[config.mk]
export PLATFORM = sky130hd
export DESIGN_NAME = byte_decode_stream_ctrl
export DESIGN_NICKNAME = d
export VERILOG_FILES = /design/src/rtl/byte_decode_stream_ctrl.sv
export SDC_FILE = /design/constraint.sdc
export NUM_CORES = 1
export LEC_CHECK = 0
export BUFFER_PORTS_ARGS = -buffer_cell sky130_fd_sc_hd__buf_2
export CORE_MARGIN = 2
export CORE_UTILIZATION = 59
export DETAILED_ROUTE_END_ITERATION = 7
export PLACE_DENSITY_LB_ADDON = 0.25
export SLEW_MARGIN = 20
export SYNTH_ARGS = -nofsm -noshare
export SYNTH_HDL_FRONTEND = slang
export SYNTH_SLANG_ARGS = --single-unit
[constraint.sdc]
create_clock -name clk -period 3.3 [get_ports clk]
set_input_delay 0.66 -clock clk [delete_from_list [all_inputs] [get_ports clk]]
set_output_delay 0.66 -clock clk [all_outputs]
set_load 0.02 [all_outputs]
[src/rtl/byte_decode_stream_ctrl.sv]
// Serial ByteDecode_ell sequencer: repacks a valid/ready byte stream into ELL-bit
// coefficients, optionally reduced mod Q, emitted one per beat with an index.
module byte_decode_stream_ctrl #(
  parameter int ELL        = 12,
  parameter int NUM_COEFFS = 256,
  parameter int Q          = 3329,
  parameter int REDUCE     = 1
) (
  input  logic                          clk,
  input  logic                          rst,
  input  logic                          start,
  input  logic                          abort,
  input  logic [7:0]                    byte_in,
  input  logic                          byte_valid,
  output logic                          byte_ready,
  output logic [ELL-1:0]                coeff_out,
  output logic [$clog2(NUM_COEFFS)-1:0] coeff_idx,
  output logic                          coeff_valid,
  input  logic                          coeff_ready,
  output logic                          busy,
  output logic                          done
);

  localparam int unsigned IDX_W       = $clog2(NUM_COEFFS);
  localparam int unsigned TOTAL_BYTES = NUM_COEFFS * ELL / 8;
  localparam int unsigned BL_W        = $clog2(TOTAL_BYTES + 1);
  localparam int unsigned BUF_W       = ELL + 7;
  localparam int unsigned BC_W        = $clog2(ELL + 8);

  typedef enum logic [1:0] {S_IDLE, S_RUN, S_DONE} state_t;

  state_t            state, state_nxt;
  logic [BUF_W-1:0]  bitbuf;
  logic [BC_W-1:0]   bitcnt;
  logic [BL_W-1:0]   bytes_left;
  logic [IDX_W-1:0]  emit_cnt;
  logic              accept, emit, last_taken;

  // A single conditional subtract suffices because a 12-bit value is below 2Q.
  function automatic logic [ELL-1:0] reduce(input logic [ELL-1:0] x);
    if (REDUCE != 0 && ELL == 12 && x >= ELL'(Q))
      return x - ELL'(Q);
    return x;
  endfunction

  always_comb begin
    accept     = byte_valid & byte_ready;
    emit       = (state == S_RUN) && (bitcnt >= BC_W'(ELL)) && (!coeff_valid || coeff_ready);
    last_taken = coeff_valid && coeff_ready && (coeff_idx == IDX_W'(NUM_COEFFS - 1));
  end

  always_ff @(posedge clk or posedge rst) begin
    if (rst)
      state <= S_IDLE;
    else
      state <= state_nxt;
  end

  always_comb begin
    state_nxt = state;
    if (abort) begin
      state_nxt = S_IDLE;
    end else begin
      case (state)
        S_IDLE:  if (start) state_nxt = S_RUN;
        S_RUN:   if (last_taken) state_nxt = S_DONE;
        S_DONE:  state_nxt = S_IDLE;
        default: state_nxt = S_IDLE;
      endcase
    end
  end

  always_comb begin
    busy       = (state == S_RUN);
    done       = (state == S_DONE);
    byte_ready = (state == S_RUN) && (bitcnt < BC_W'(ELL)) && (bytes_left != '0);
  end

  always_ff @(posedge clk or posedge rst) begin
    if (rst) begin
      bitbuf      <= '0;
      bitcnt      <= '0;
      bytes_left  <= '0;
      emit_cnt    <= '0;
      coeff_out   <= '0;
      coeff_idx   <= '0;
      coeff_valid <= 1'b0;
    end else if (abort) begin
      bitbuf      <= '0;
      bitcnt      <= '0;
      bytes_left  <= '0;
      emit_cnt    <= '0;
      coeff_out   <= '0;
      coeff_idx   <= '0;
      coeff_valid <= 1'b0;
    end else if (state == S_IDLE && start) begin
      bitbuf      <= '0;
      bitcnt      <= '0;
      bytes_left  <= BL_W'(TOTAL_BYTES);
      emit_cnt    <= '0;
      coeff_out   <= '0;
      coeff_idx   <= '0;
      coeff_valid <= 1'b0;
    end else if (state == S_RUN) begin
      // Accept needs bitcnt < ELL and emit needs bitcnt >= ELL, so only one branch can fire.
      if (emit) begin
        coeff_out   <= reduce(bitbuf[ELL-1:0]);
        bitbuf      <= bitbuf >> ELL;
        bitcnt      <= bitcnt - BC_W'(ELL);
        coeff_idx   <= emit_cnt;
        emit_cnt    <= emit_cnt + 1'b1;
        coeff_valid <= 1'b1;
      end else begin
        if (accept) begin
          bitbuf[bitcnt +: 8] <= byte_in;
          bitcnt              <= bitcnt + BC_W'(8);
          bytes_left          <= bytes_left - 1'b1;
        end
        if (coeff_ready)
          coeff_valid <= 1'b0;
      end
    end
  end

endmodule

# ---- Yosys cells after proc, flatten, opt, wreduce, memory -nomap -nowiden
# Cells that the tools add are included.
dict set report op_classes {
  n_reduce_logical 21
  magnitude_cmp 3
  muxes 44
  shift 2
  addsub 6
  n_bitwise 1
  n_eq_ne 6
}
# op count
set ops {}
lappend ops {{19-bit 2-to-1 mux} 5}
lappend ops {{12-bit 2-to-1 mux} 6}
lappend ops {{8-bit 2-to-1 mux} 8}
lappend ops {{9-bit 2-to-1 mux} 5}
lappend ops {{5-bit 2-to-1 mux} 5}
lappend ops {{19-bit bitwise mux} 1}
lappend ops {{8-bit by 7-bit variable shift with 19-bit output (first input constant)} 1}
lappend ops {{8-bit by 7-bit variable part select with 19-bit output} 1}
lappend ops {{12-bit greater-or-equal comparator (second input constant)} 1}
lappend ops {{12-bit subtractor (second input constant)} 1}
lappend ops {{1-bit 2-to-1 mux} 10}
lappend ops {{3-bit nonzero test} 3}
lappend ops {{9-bit nonzero test} 1}
lappend ops {{9-bit by 1-bit subtractor with 9-bit output (second input constant)} 1}
lappend ops {{8-bit by 1-bit adder with 8-bit output (second input constant)} 1}
lappend ops {{8-bit == test (second input constant)} 1}
lappend ops {{2-bit AND reduction} 4}
lappend ops {{4-bit nonzero test} 2}
lappend ops {{1-bit logical AND} 7}
lappend ops {{5-bit negator with 7-bit output} 1}
lappend ops {{2-bit 2-to-1 mux} 3}
lappend ops {{3-bit by 2-bit != test with 1-bit output (second input constant)} 2}
lappend ops {{5-bit by 4-bit adder with 5-bit output (second input constant)} 1}
lappend ops {{5-bit by 4-bit greater-or-equal comparator with 1-bit output (second input constant)} 1}
lappend ops {{11 further kinds} 11}
dict set report word_totals {
  out_inout_bits 24
  input_bits 14
  ff_bits 64
}

# ---- Longest topological paths before layout
dict set report logic_depth {
  word_depth 12
  mapped_depth 9
}

# ---- Worst setup path before layout
# No wires, ideal clock.
dict set report synth_path {
  kind {reg2reg}
  from {register bitcnt[2]}
  to {register bitbuf[0]}
  synth_period_minus_slack_ns 2.464
  n_path_buf 1
  arrival_time_ns 2.400
  stages_incl_launch_ff 10
  path_slack_ns 0.836
  setup_time_ns 0.065
  path_cell_list {dfrtp_1 > buf_2 > inv_1 > ha_1 > ha_1 > nor4b_2 > nand3_1 > or3_1 > a21oi_1 > mux2_2}
}
dict set report synth_between {
  elab_chain_cells 8
  elab_cells_between_ends 18
  cone_classes {add/sub: 1; order compare: 2; shift: 2; mux: 6; bitwise: 1; reduce/logical: 6}
}
# item line_no
set synth_rtl {}
lappend synth_rtl {{start: declaration} 34} ;# logic [BC_W-1:0] bitcnt;
lappend synth_rtl {{start signal: assignment} 109} ;# bitcnt <= bitcnt - BC_W'(ELL);
lappend synth_rtl {{start signal: assignment} 116} ;# bitcnt <= bitcnt + BC_W'(8);
lappend synth_rtl {{5-bit negator with 7-bit output} 115} ;# bitbuf[bitcnt +: 8] <= byte_in;
lappend synth_rtl {{8-bit by 7-bit variable part select with 19-bit output or 8-bit by 7-bit variable shift with 19-bit output (tied branches)} 115}
lappend synth_rtl {{19-bit bitwise mux} 115}
lappend synth_rtl {{19-bit 2-to-1 mux} 114} ;# if (accept) begin
lappend synth_rtl {{19-bit 2-to-1 mux} 106} ;# if (emit) begin
lappend synth_rtl {{19-bit 2-to-1 mux} 104} ;# end else if (state == S_RUN) begin
lappend synth_rtl {{19-bit 2-to-1 mux} 96} ;# end else if (state == S_IDLE && start) begin
lappend synth_rtl {{19-bit 2-to-1 mux} 88} ;# end else if (abort) begin
lappend synth_rtl {{end signal: assignment} 108} ;# bitbuf <= bitbuf >> ELL;
lappend synth_rtl {{end signal: indexed assignment} 115}
lappend synth_rtl {{end: declaration} 33} ;# logic [BUF_W-1:0] bitbuf;
# Several ways; a longest one is shown, not always the timed one. The select of a mux whose other input is x is not followed.
# A chain may end at the register's enable or synchronous reset.

# ---- Worst setup path after layout
dict set report layout_path {
  from {register bytes_left[0]}
  to {output byte_ready}
}
dict set report layout_between {
  elab_chain_cells 2
}
# item line_no
set layout_rtl {}
lappend layout_rtl {{start: declaration} 35} ;# logic [BL_W-1:0] bytes_left;
lappend layout_rtl {{start signal: assignment} 99} ;# bytes_left <= BL_W'(TOTAL_BYTES);
lappend layout_rtl {{start signal: assignment} 117} ;# bytes_left <= bytes_left - 1'b1;
lappend layout_rtl {{9-bit nonzero test} 76} ;# byte_ready = (state == S_RUN) && (bitcnt < BC_W'(ELL)) && (bytes_left != '0);
lappend layout_rtl {{1-bit logical AND} 76}
lappend layout_rtl {{end: declaration} 15} ;# output logic byte_ready,
# Every way passes these cells.

==> run_results.csv <==
group,metric,value,unit
outcome,outcome,"completed",
sta,setup_violations,0,
synth,yosys.cell_types.count,53,
worst_setup_path,arrival,2.26,ns
route,vias,3021,
sta,hold_viol,0,
floorplan,io_pins,38,
clock_network,clock_latency,0.34,ns
global_route,grt_overflow_total,0,
clock_network,cts.sinks,62,
global_route,grt_pass1_vias,2834,
floorplan,die_h,81.73,um
floorplan,initial_utilization,0.6057,
synth,synth_area_leader_cell,"dfrtp_1",
final_layout,fill_cells,474,
clock_network,cts_tree,"built",
clock_network,cts_made_buffers,9,
global_route,grt_use_total,0.2679,
final_layout,diodes,0,
clock_network,clock_path_buffers,2,
floorplan,num_rows,28,
floorplan,die_w,81.73,um
worst_setup_path,ff2ff_path_depth,8,
route,wirelength,8217,um
floorplan,core-area,5886,um^2
sta,final-max-slew-violation-count,0,
power_and_ir_drop,leakage,1.791,nW
clock_network,cts_setup_buffers,0,
worst_setup_path,r2r-end,"bitbuf[0]",
route,drt-wirelength-per-cell,16.40,um
final_layout,utilization,0.6905,
placed_design,io_buffer_count,37,
sta,setup_ws,0.3829,ns
worst_setup_path,r2r_start,"bitcnt[2]",
placed_design,placed_cells,485,
synth,synth_cells,382,
final_layout,fin_cells,501,
synth,syn_nets,408,
flow_run,drv_cap,0,
global_route,grt_pass1_wl,13700,um
synth,synth_flop_cell,"dfrtp_1",
sta,rsz0062_at_grt,"false",
synth,async_flop_share,1.000,
synth,synth_edf_count,0,
floorplan,dieArea,6680,um^2
sta,finalCritPeriodShare,0.8840,
final_layout,drive_gt1_frac,0.1878,
placed_design,pre_cts_slack,0.5150,ns
global_route,grt_antenna_before_repair,0,
worst_hold_path,holdCritPathClass,"input pin to asynchronous set/reset pin",
clock_network,ctsHoldBuffers,0,
clock_network,clk_pin_slew,0.07,ns
synth,syn_area_per_cell,9.332,um^2
sta,fin_crit,2.917,ns
synth,netlist_area,3565,um^2
synth,synth_warnings,0,
clock_network,cts-root-buf,"clkbuf_8",
sta,setup_tns,0,ns
clock_network,h-tree-depth,3,
placed_design,hpwl,5935,um
synth,ys_seq_elements,62,
power_and_ir_drop,cellPowerDensity,467.5,nW/um^2
worst_setup_path,critPathKind,"register to output port",
final_layout,layout_common_cells,"62 x dfrtp_1, 50 x nand2_1, 37 x buf_2",
route,vias_per_cell,6.030,
sta,skew,0.006232,ns
final_layout,areaGrowthSynthToFinish,14.00,%
worst_setup_path,crit_path_max_fanout,4,
route,drt_iter0_drc,280,
placed_design,routabilityCongestion,0.9097,
final_layout,nNetsFinal,447,
synth,synth_top_area_frac,0.4352,
worst_setup_path,worstSetupEndpointType,"output port",
sta,tightestPinTransition,0.8611,ns
power_and_ir_drop,ir_worst_vdd,0.3015,mV
global_route,grt_start_max_net_pins,50,
route,drc,0,
clock_network,ctsResizeCount,0,
synth,seq_area_frac_synth,0.4352,
route,ant_nets,0,
route,drt-pass1-iter-count,5,
sta,max_freq,0.3428,GHz
worst_setup_path,required,2.64,ns
worst_setup_path,startpoint_type,"register",
sta,relSlewSlack,0.4207,
worst_setup_path,crit_start,"bytes_left[0]",
final_layout,layout_commonest_cell,"dfrtp_1",
synth,synth.area.top_cells,"dfrtp_1 44%, nand2_1 5.3%, ha_1 4.2%",
worst_setup_path,r2r_setup_slack,0.46,ns
[kinds of logic after synthesis]
| kind of cell | after synthesis | share of synthesized area |
|---|---|---|
| adders and majority gates | 12 | 0.04212 |
| muxes | 19 | 0.05475 |
| buffers and inverters | 28 | 0.03159 |
| AOI/OAI and AO/OA | 85 | 0.1502 |
| DFF | 62 | 0.4352 |
| xor gates and xnor gates | 19 | 0.04668 |
| and+or+nand+nor | 157 | 0.2394 |
[layout make-up]
type | instances | area, um^2 | share of cell area
Clock inverter | 6 | 85.08 | 0.02094
Clock buffer | 10 | 137.6 | 0.03387
Tap cell | 75 | 93.84 | 0.02309
Timing Repair Buffer | 43 | 230.2 | 0.05665
Multi-Input combinational cell | 292 | 1916 | 0.4714
Inverter | 13 | 50.05 | 0.01232
Sequential cell | 62 | 1551 | 0.3818
[layer usage]
layer	vias to the layer above	global-route usage	wire length (um)
li1	1452	-	-
met1	1439	0.3980	3795
met2	115	0.4000	3783
met3	15	0.04176	548
met4	0	0.08833	90
met5	-	0	0
[worst max path at each step]
stage                            end  depth (start not counted)  slack, ns
after CTS                 byte_ready                          6       0.38
after floorplan            bitbuf[0]                          9       0.84
after detailed placement   bitbuf[4]                          8       0.51
after global routing       bitbuf[6]                          8       0.26
after global placement     bitbuf[2]                          8       0.66
final                     byte_ready                          6       0.38
[power by group]
group	internal, mW	switching (mW)
registers	0.784	0.0354
logic	0.122	0.209
clock network	0.443	0.307
total	1.35	0.551
[metrics by stage]
stage | hold slack (ns) | total power [mW] | cell area, um^2
floorplan | 0.4860 | 1.071 | 3565
global placement | 0.4569 | 1.148 | 3837
detailed placement | 0.4703 | 1.159 | 3840
CTS | 0.4870 | 1.902 | 4063
global route | 0.5142 | 1.979 | 4064
finish | 0.4520 | 1.900 | 4064
[synth_stat cells, drive strengths merged (9+ instances only)]
library cell / n
o21ai: 26
or3: 14
inv: 13
nand3: 16
nor2: 29
nand2: 50
mux2i: 15
a21oi: 30
nand4: 9
clkbuf: 9
xor2: 10
ha: 12
dfrtp: 62
xnor2: 9
[worst max-delay path, cell delays in order (launching register included)]
cell and delay, ns:
dfrtp_1 0.41, inv_1 0.10, ha_1 0.17, or3b_2 0.50
or3_1 0.38, and3_1 0.21, buf_2 0.16
[state kept, by name, summed over array words and instances, names as in the netlist]
name	cells
bitbuf	19
bitcnt	3
bytes_left	9
coeff_idx	8
coeff_out	12
coeff_valid	1
emit_cnt	8
state	2
(Power assumes the default switching activity.)
